--- src/rtl/matvec_param_seq.sv ---
// Sequential KxK signed matrix-vector multiplier with a stored, reusable matrix and valid/ready streams.
// Optional build macro MATVEC_RELU_EN clamps negative results to zero.
module matvec_param_seq #(
    parameter int unsigned K     = 8,
    parameter int unsigned IN_W  = 14,
    parameter int unsigned OUT_W = 2 * IN_W
) (
    input  logic             clk,
    input  logic             reset,
    input  logic             input_valid,
    output logic             input_ready,
    input  logic [IN_W-1:0]  input_data,
    input  logic             new_matrix,
    output logic             output_valid,
    input  logic             output_ready,
    output logic [OUT_W-1:0] output_data
);

    localparam int unsigned CW = (K > 1) ? $clog2(K) : 1;
    localparam int unsigned PW = 2 * IN_W;
    localparam logic [CW-1:0] LAST = CW'(K - 1);

    typedef enum logic [2:0] {
        S_IDLE,
        S_LOAD_M,
        S_LOAD_X,
        S_COMPUTE,
        S_OUTPUT
    } state_t;

    state_t state_q, state_d;

    logic [CW-1:0]    row_q, col_q;
    logic [IN_W-1:0]  m_q [K][K];
    logic [IN_W-1:0]  x_q [K];
    logic [OUT_W-1:0] acc_q;

    logic              accept_c;
    logic              row_last_c, col_last_c;
    logic signed [PW-1:0] prod_c;
    logic [OUT_W-1:0]  acc_sum_c, result_c;

    assign accept_c   = input_valid & input_ready;
    assign row_last_c = (row_q == LAST);
    assign col_last_c = (col_q == LAST);

    // Single MAC: column 0 restarts the accumulator instead of adding to it
    assign prod_c    = PW'($signed(m_q[row_q][col_q])) * PW'($signed(x_q[col_q]));
    assign acc_sum_c = ((col_q == '0) ? '0 : acc_q) + OUT_W'(prod_c);

`ifdef MATVEC_RELU_EN
    assign result_c = acc_sum_c[OUT_W-1] ? '0 : acc_sum_c;
`else
    assign result_c = acc_sum_c;
`endif

    always_ff @(posedge clk or negedge reset) begin
        if (!reset) state_q <= S_IDLE;
        else        state_q <= state_d;
    end

    always_comb begin
        state_d = state_q;
        case (state_q)
            S_IDLE:    if (accept_c) state_d = new_matrix ? S_LOAD_M : S_LOAD_X;
            S_LOAD_M:  if (accept_c && row_last_c && col_last_c) state_d = S_LOAD_X;
            S_LOAD_X:  if (accept_c && col_last_c) state_d = S_COMPUTE;
            S_COMPUTE: if (col_last_c) state_d = S_OUTPUT;
            S_OUTPUT:  if (output_ready) state_d = row_last_c ? S_IDLE : S_COMPUTE;
            default:   state_d = S_IDLE;
        endcase
    end

    // Handshake flags follow the next state so they line up with the state register
    always_ff @(posedge clk or negedge reset) begin
        if (!reset) begin
            input_ready  <= 1'b0;
            output_valid <= 1'b0;
        end else begin
            input_ready  <= (state_d == S_IDLE) || (state_d == S_LOAD_M) || (state_d == S_LOAD_X);
            output_valid <= (state_d == S_OUTPUT);
        end
    end

    always_ff @(posedge clk or negedge reset) begin
        if (!reset) begin
            row_q       <= '0;
            col_q       <= '0;
            acc_q       <= '0;
            output_data <= '0;
            for (int i = 0; i < int'(K); i++) begin
                x_q[i] <= '0;
                for (int j = 0; j < int'(K); j++) m_q[i][j] <= '0;
            end
        end else begin
            case (state_q)
                S_IDLE: begin
                    if (accept_c) begin
                        row_q <= '0;
                        col_q <= CW'(1);
                        if (new_matrix) m_q[0][0] <= input_data;
                        else            x_q[0]    <= input_data;
                    end
                end
                S_LOAD_M: begin
                    if (accept_c) begin
                        m_q[row_q][col_q] <= input_data;
                        if (col_last_c) begin
                            col_q <= '0;
                            row_q <= row_last_c ? '0 : row_q + CW'(1);
                        end else begin
                            col_q <= col_q + CW'(1);
                        end
                    end
                end
                S_LOAD_X: begin
                    if (accept_c) begin
                        x_q[col_q] <= input_data;
                        col_q      <= col_last_c ? '0 : col_q + CW'(1);
                    end
                end
                S_COMPUTE: begin
                    acc_q <= acc_sum_c;
                    if (col_last_c) begin
                        col_q       <= '0;
                        output_data <= result_c;
                    end else begin
                        col_q <= col_q + CW'(1);
                    end
                end
                S_OUTPUT: begin
                    if (output_ready) row_q <= row_last_c ? '0 : row_q + CW'(1);
                end
                default: ;
            endcase
        end
    end

endmodule

--- config.mk ---
export PLATFORM = sky130hd
export DESIGN_NAME = matvec_param_seq
export DESIGN_NICKNAME = d
export VERILOG_FILES = /design/src/rtl/matvec_param_seq.sv
export SDC_FILE = /design/constraint.sdc
export NUM_CORES = 2
export LEC_CHECK = 0
export ABC_AREA = 1
export BUFFER_PORTS_ARGS = -buffer_cell sky130_fd_sc_hd__buf_4
export CAP_MARGIN = 25
export CORE_UTILIZATION = 55
export DETAILED_ROUTE_END_ITERATION = 8
export MAX_ROUTING_LAYER = met4
export PLACE_DENSITY = 0.78
export SLEW_MARGIN = 20
export SYNTH_ARGS = -nofsm -noshare
export SYNTH_HDL_FRONTEND = slang
export SYNTH_SLANG_ARGS = --single-unit
--- constraint.sdc ---
create_clock -name clk -period 7.4 [get_ports clk]
set_clock_uncertainty 0.1 [all_clocks]
set_input_delay 0.74 -clock clk [delete_from_list [all_inputs] [get_ports clk]]
set_output_delay 0.74 -clock clk [all_outputs]
set_load 0.02 [all_outputs]
* Yosys cells after proc, flatten, opt, wreduce, memory -nomap -nowiden
Index checks and enable logic that the tools add are counted.
** Cells by class
- Reductions and logical operators :: 22
- $add $sub $neg :: 3
- Bitwise logic cells :: 3
- Magnitude comparators :: 4
- Equality and inequality tests :: 17
- $mul :: 1
- Muxes and demuxes :: 42
** Operators by type and width (count)
- 896-bit bitwise mux :: 1
- 896-bit 2-to-1 mux :: 1
- 112-bit 2-to-1 mux :: 4
- 112-bit binary-select mux with 3-bit select :: 1
- 112-bit demux with 3-bit select :: 1
- 14-bit 2-to-1 mux :: 9
- 112-bit bitwise mux :: 1
- 14-bit binary-select mux with 3-bit select :: 2
- 14-bit case mux with 2 select lines :: 2
- 14-bit demux with 3-bit select :: 1
- 3-bit 2-to-1 mux :: 13
- 28-bit adder :: 1
- 14-bit by 14-bit multiplier with 28-bit output :: 1
- 28-bit 2-to-1 mux :: 1
- 3-bit case mux with 3 select lines :: 2
- 3-bit case mux with 5 select lines :: 1
- 2-bit inequality test, second input constant :: 7
- 3-bit == test, second input constant :: 4
- 3-bit by 2-bit == test with 1-bit output, second input constant :: 3
- 3-bit logical NOT :: 3
- 4-bit >= comparator, second input constant :: 2
- 4-bit by 1-bit less-than comparator with 1-bit output, second input constant :: 2
- 3-bit NOT with 4-bit output :: 2
- 4-bit AND reduction :: 2
- other kinds (13) :: 25
** Word-level totals
- Flip-flop bits (word level) :: 1075
- Input port bits :: 19
- Output and inout port bits :: 30
- Word-level logic and storage cells :: 171

* Longest topological paths before layout
- Word-level depth :: 10
- Gate-level depth with buffers :: 39
- Mapped depth without buffers :: 35

* Least setup slack after synthesis
OpenSTA, ideal clock, no wires.
- Path kind :: reg-to-reg
- Start point :: register row_q[0]
- End point :: register acc_q[26]
- Library setup time :: 133 ps
- Clock period less this slack :: 6725 ps
- Data required time :: 7167 ps
- Stages on the path, launching flop included :: 35
- Setup slack :: 675 ps
- Path buffers :: 3
- Data arrival time :: 6492 ps
- Path through :: dfrtp_1 buf_6 inv_4 buf_6 nand3_4 inv_4 buf_6 a22oi_1 nand2_1 o21ai_0 nand2_1 nor2_1 nand2_1 nand2_1 inv_1 fa_1 fa_1 inv_1 fa_1 inv_1 fa_1 inv_1 fa_1 fa_1 inv_1 ha_1 nand2_1 nor3_1 nand2_1 nor4_1 nand2_1 nand3_1 nand2_1 nand3_1 o21ai_0
** Between the ends
- Cells in the longest elaborated chain, start to end :: 9
** RTL lines
- from (decl) :: line 33 : logic [CW-1:0] row_q, col_q;
- from (signal assigned) :: line 110 : row_q <= row_last_c ? '0 : row_q + CW'(1);
- from (signal assigned) :: line 132 : if (output_ready) row_q <= row_last_c ? '0 : row_q + CW'(1);
- 3-bit NOT with 4-bit output (not written as such) :: line 48 : assign prod_c = PW'($signed(m_q[row_q][col_q])) * PW'($signed(x_q[col_q]));
- 112-bit binary-select mux with 3-bit select :: line 48
- 112-bit 2-to-1 mux (not written as such) (2 in series) :: line 48
- 14-bit binary-select mux with 3-bit select :: line 48
- 14-bit 2-to-1 mux (not written as such) (2 in series) :: line 48
- 14-bit by 14-bit multiplier with 28-bit output :: line 48
- 28-bit adder :: line 49 : assign acc_sum_c = ((col_q == '0) ? '0 : acc_q) + OUT_W'(prod_c);
- to (signal assigned) :: line 123 : acc_q <= acc_sum_c;
- to (decl) :: line 36 : logic [OUT_W-1:0] acc_q;
No other way between the ends. The select of a mux whose other input is x is not followed.
A chain may end at the register's enable or synchronous reset.

* Worst setup path in the final report
- Start point :: register row_q[2]
- End point :: register acc_q[25]
Same word-level chain as after synthesis.

==> impl_metrics.ini <==
[clock_network]
insertion_delay_ns = 0.73
cts_inserted_buffers = 108
cts_tree = yes
h-tree-depth = 3
cts.clk_slew.worst_paths_ns = 0.06
root_buffer = clkbuf_16
clk_path_buf_depth = 3
cts.sinks = 1075

[layout]
layout.nets = 6865
area_delta_synth_final_pct = 16.1
instances_no_fill = 7901
drive_above_1_share = 0.140

[detailed_routing]
routed_wl_microns = 171000
avgRoutedWirePerCell_microns = 21.7
drtIter0Drc = 5932
drt-pass1-iter-count = 6
vias = 47400
drc = 0
ant_nets = 0
viasPerCell = 5.99

[logic_synthesis]
seq_area_frac_synth = 0.491
synthArstFlopShare = 1.00
syn-instance-count = 6336
ys.flop_type = dfrtp_1
synthDistinctLibCells = 51
synth_edf_count = 0
postSynthAreaPerCell_sq_um = 8.65
ys_seq_elements = 1075
syn-cell-area_sq_um = 54800
yosys_warnings = 0
syn_nets = 6672

[floorplan]
start_util = 0.556
die_y_microns = 318
row_count = 115
dieArea_sq_um = 101000
fp.dieW_microns = 318
core_sq_um = 98600
io_pins = 49

[worst_setup_path]
path_delay_family = adder cells
cp.arrival_ns = 7.82
r2r-end = acc_q[25]$_DFFE_PN0P_
critPathMaxStageDelay_ns = 0.56
cp.required_ns = 7.84
worstPathMaxFanout = 8
worst_setup_path_start_kind = flop
rr_startpoint = row_q[2]$_DFFE_PN0P_
end_kind = flop
rr_worst_depth = 34
r2r_slack_ns = 0.02
worst-path-stages = 34
slowest_stage = fa_1
crit_buf_inv = 11
worstSetupPathType = reg -> reg

[placement]
dpl.cell_count = 7658
place.gp.congestion = 0.989
portBuffers = 48
place_hpwl_microns = 108000

[global_routing]
overflow = 0
grt_pass1_vias = 45900
grt_pass1_wl_microns = 262000
grt.total_usage = 0.343
grt_max_degree = 160
antenna_found_initial = 2

[hold_path]
hp-class = in -> async

[sta]
rsz0062_at_grt = true
tightest_slew_ns = 1.15
max_slew_margin = 0.228
max_freq_ghz = 0.135
min_period_ns = 7.38
setup_violations = 0
hold_viol = 0
slew_violations = 0
fin_crit_sh = 0.998

[outcome]
status = finished clean

[run]
cap_violations = 0
worst register-to-register path, delay by kind of cell (launching register included):
family | cells | cell delay [ns]
AO/OA/AOI/OAI | 3 | 0.54
adder cells (fa/ha/maj) | 7 | 3.23
buffers and inverters | 11 | 1.37
flip-flops | 1 | 0.47
AND/OR/NAND/NOR | 13 | 1.49
through the flow:
step           setup slack (ns)  hold WS, ns  utilization  area (sq um)  TNS (ns)
6_report                 0.0164       0.0220        0.646         63600         0
5_1_grt                  -0.185       0.0918        0.646         63600     -1.86
4_1_cts                 0.00518       0.0333        0.631         62200         0
3_5_place_dp             -0.304        0.360        0.593         58400     -4.73
3_3_place_gp             -0.252        0.359        0.592         58400     -2.81
2_1_floorplan             0.675        0.342            -         54800         0
cells in the mapped netlist, types with 3 or more instances:
cell type,count,area (sq um)
a21boi_0,10,75.1
a21oi_1,114,571
a221oi_1,12,105
a22o_1,4,35.0
a22oi_1,92,691
and3_1,3,18.8
buf_1,7,26.3
buf_2,99,495
buf_6,22,248
clkbuf_1,255,957
dfrtp_1,1075,26900
fa_1,230,4600
ha_1,87,1090
inv_1,410,1540
inv_2,11,41.3
inv_4,4,25.0
nand2_1,2164,8120
nand2_2,55,344
nand3_1,148,741
nand3_2,6,60.1
nand3_4,6,105
nand3b_1,8,60.1
nand4_1,132,826
nor2_1,95,357
nor2_2,36,225
nor3_1,7,35.0
nor3_2,3,30.0
nor4_1,3,18.8
o2111ai_1,13,114
o211ai_1,4,30.0
o21ai_0,1138,5700
o21ai_1,20,100
o21bai_1,7,52.6
o22ai_1,14,87.6
o2bb2ai_1,6,52.6
or2_2,5,31.3
xnor2_1,7,61.3
xor2_1,7,61.3
cells by family (layout without fill, tap and decap cells):
| kind of cell | Yosys count | count (layout) | share of synthesized area |
|---|---|---|---|
| other cells | 0 | 2 | 0 |
| simple gates | 2676 | 2676 | 0.201 |
| buf+inv | 812 | 1088 | 0.0612 |
| xor+xnor | 14 | 14 | 0.00224 |
| compound gates | 1442 | 1442 | 0.140 |
| fa+ha+maj | 317 | 317 | 0.104 |
| flops | 1075 | 1075 | 0.491 |
registers in the layout, indices dropped and copies added, names as in the netlist:
name / count
m_q: 896
x_q: 112
acc_q: 28
output_data: 28
col_q: 3
row_q: 3
state_q: 3
input_ready: 1
output_valid: 1
cell type report:
type                       instances  area [sq um]
multi-input combinational       4449         25300
clock buffer                     158          3130
antenna                            2          5.00
sequential                      1075         26900
tap                             1287          1610
fill                            7709         34900
clock inverter                    35           528
inverter                         427          1700
timing repair buffer             468          4430
worst max-delay path by stage:
stage | end | start | slack [ns]
floorplan | acc_q[26]$_DFFE_PN0P_ | row_q[0]$_DFFE_PN0P_ | 0.67
global placement | acc_q[24]$_DFFE_PN0P_ | row_q[2]$_DFFE_PN0P_ | -0.25
global route | acc_q[25]$_DFFE_PN0P_ | row_q[2]$_DFFE_PN0P_ | -0.19
detailed placement | acc_q[23]$_DFFE_PN0P_ | row_q[2]$_DFFE_PN0P_ | -0.30
finish | acc_q[25]$_DFFE_PN0P_ | row_q[2]$_DFFE_PN0P_ | 0.02
CTS | acc_q[23]$_DFFE_PN0P_ | row_q[1]$_DFFE_PN0P_ | 0.005
metal layers:
layer	routed length [microns]	track usage	vias up
li1	-	-	21000
met1	67600	0.469	23200
met2	76100	0.505	2717
met3	20000	0.0699	441
met4	7410	0.138	0
met5	0	-	-
cells in the final DEF, fill, tap and decap left out, types with 44 or more instances in the layout:
cell | synthesis | final
a21oi_1 | 114 | 97
nand2_1 | 2164 | 2129
nand2_2 | 55 | 83
buf_4 | 2 | 378
clkbuf_16 | 0 | 118
nor2_1 | 95 | 79
a22oi_1 | 92 | 81
ha_1 | 87 | 73
inv_1 | 410 | 387
nand3_1 | 148 | 144
dfrtp_1 | 1075 | 1073
o21ai_1 | 20 | 50
o21ai_0 | 1138 | 1090
buf_12 | 0 | 44
fa_1 | 230 | 220
nand4_1 | 132 | 132
timing repair:
| action | in CTS | in global routing |
|---|---|---|
| pin swaps | 2 | 70 |
| gates resized for setup | 25 | 264 |
| gates cloned | 0 | 8 |
| hold buffers | 0 | 0 |
| buffers inserted | 3 | 33 |
| endpoints found under the setup margin | 34 | 36 |
Power is not shown: default switching activity piles up to over one toggle a cycle in this logic, so the estimate is an artifact.
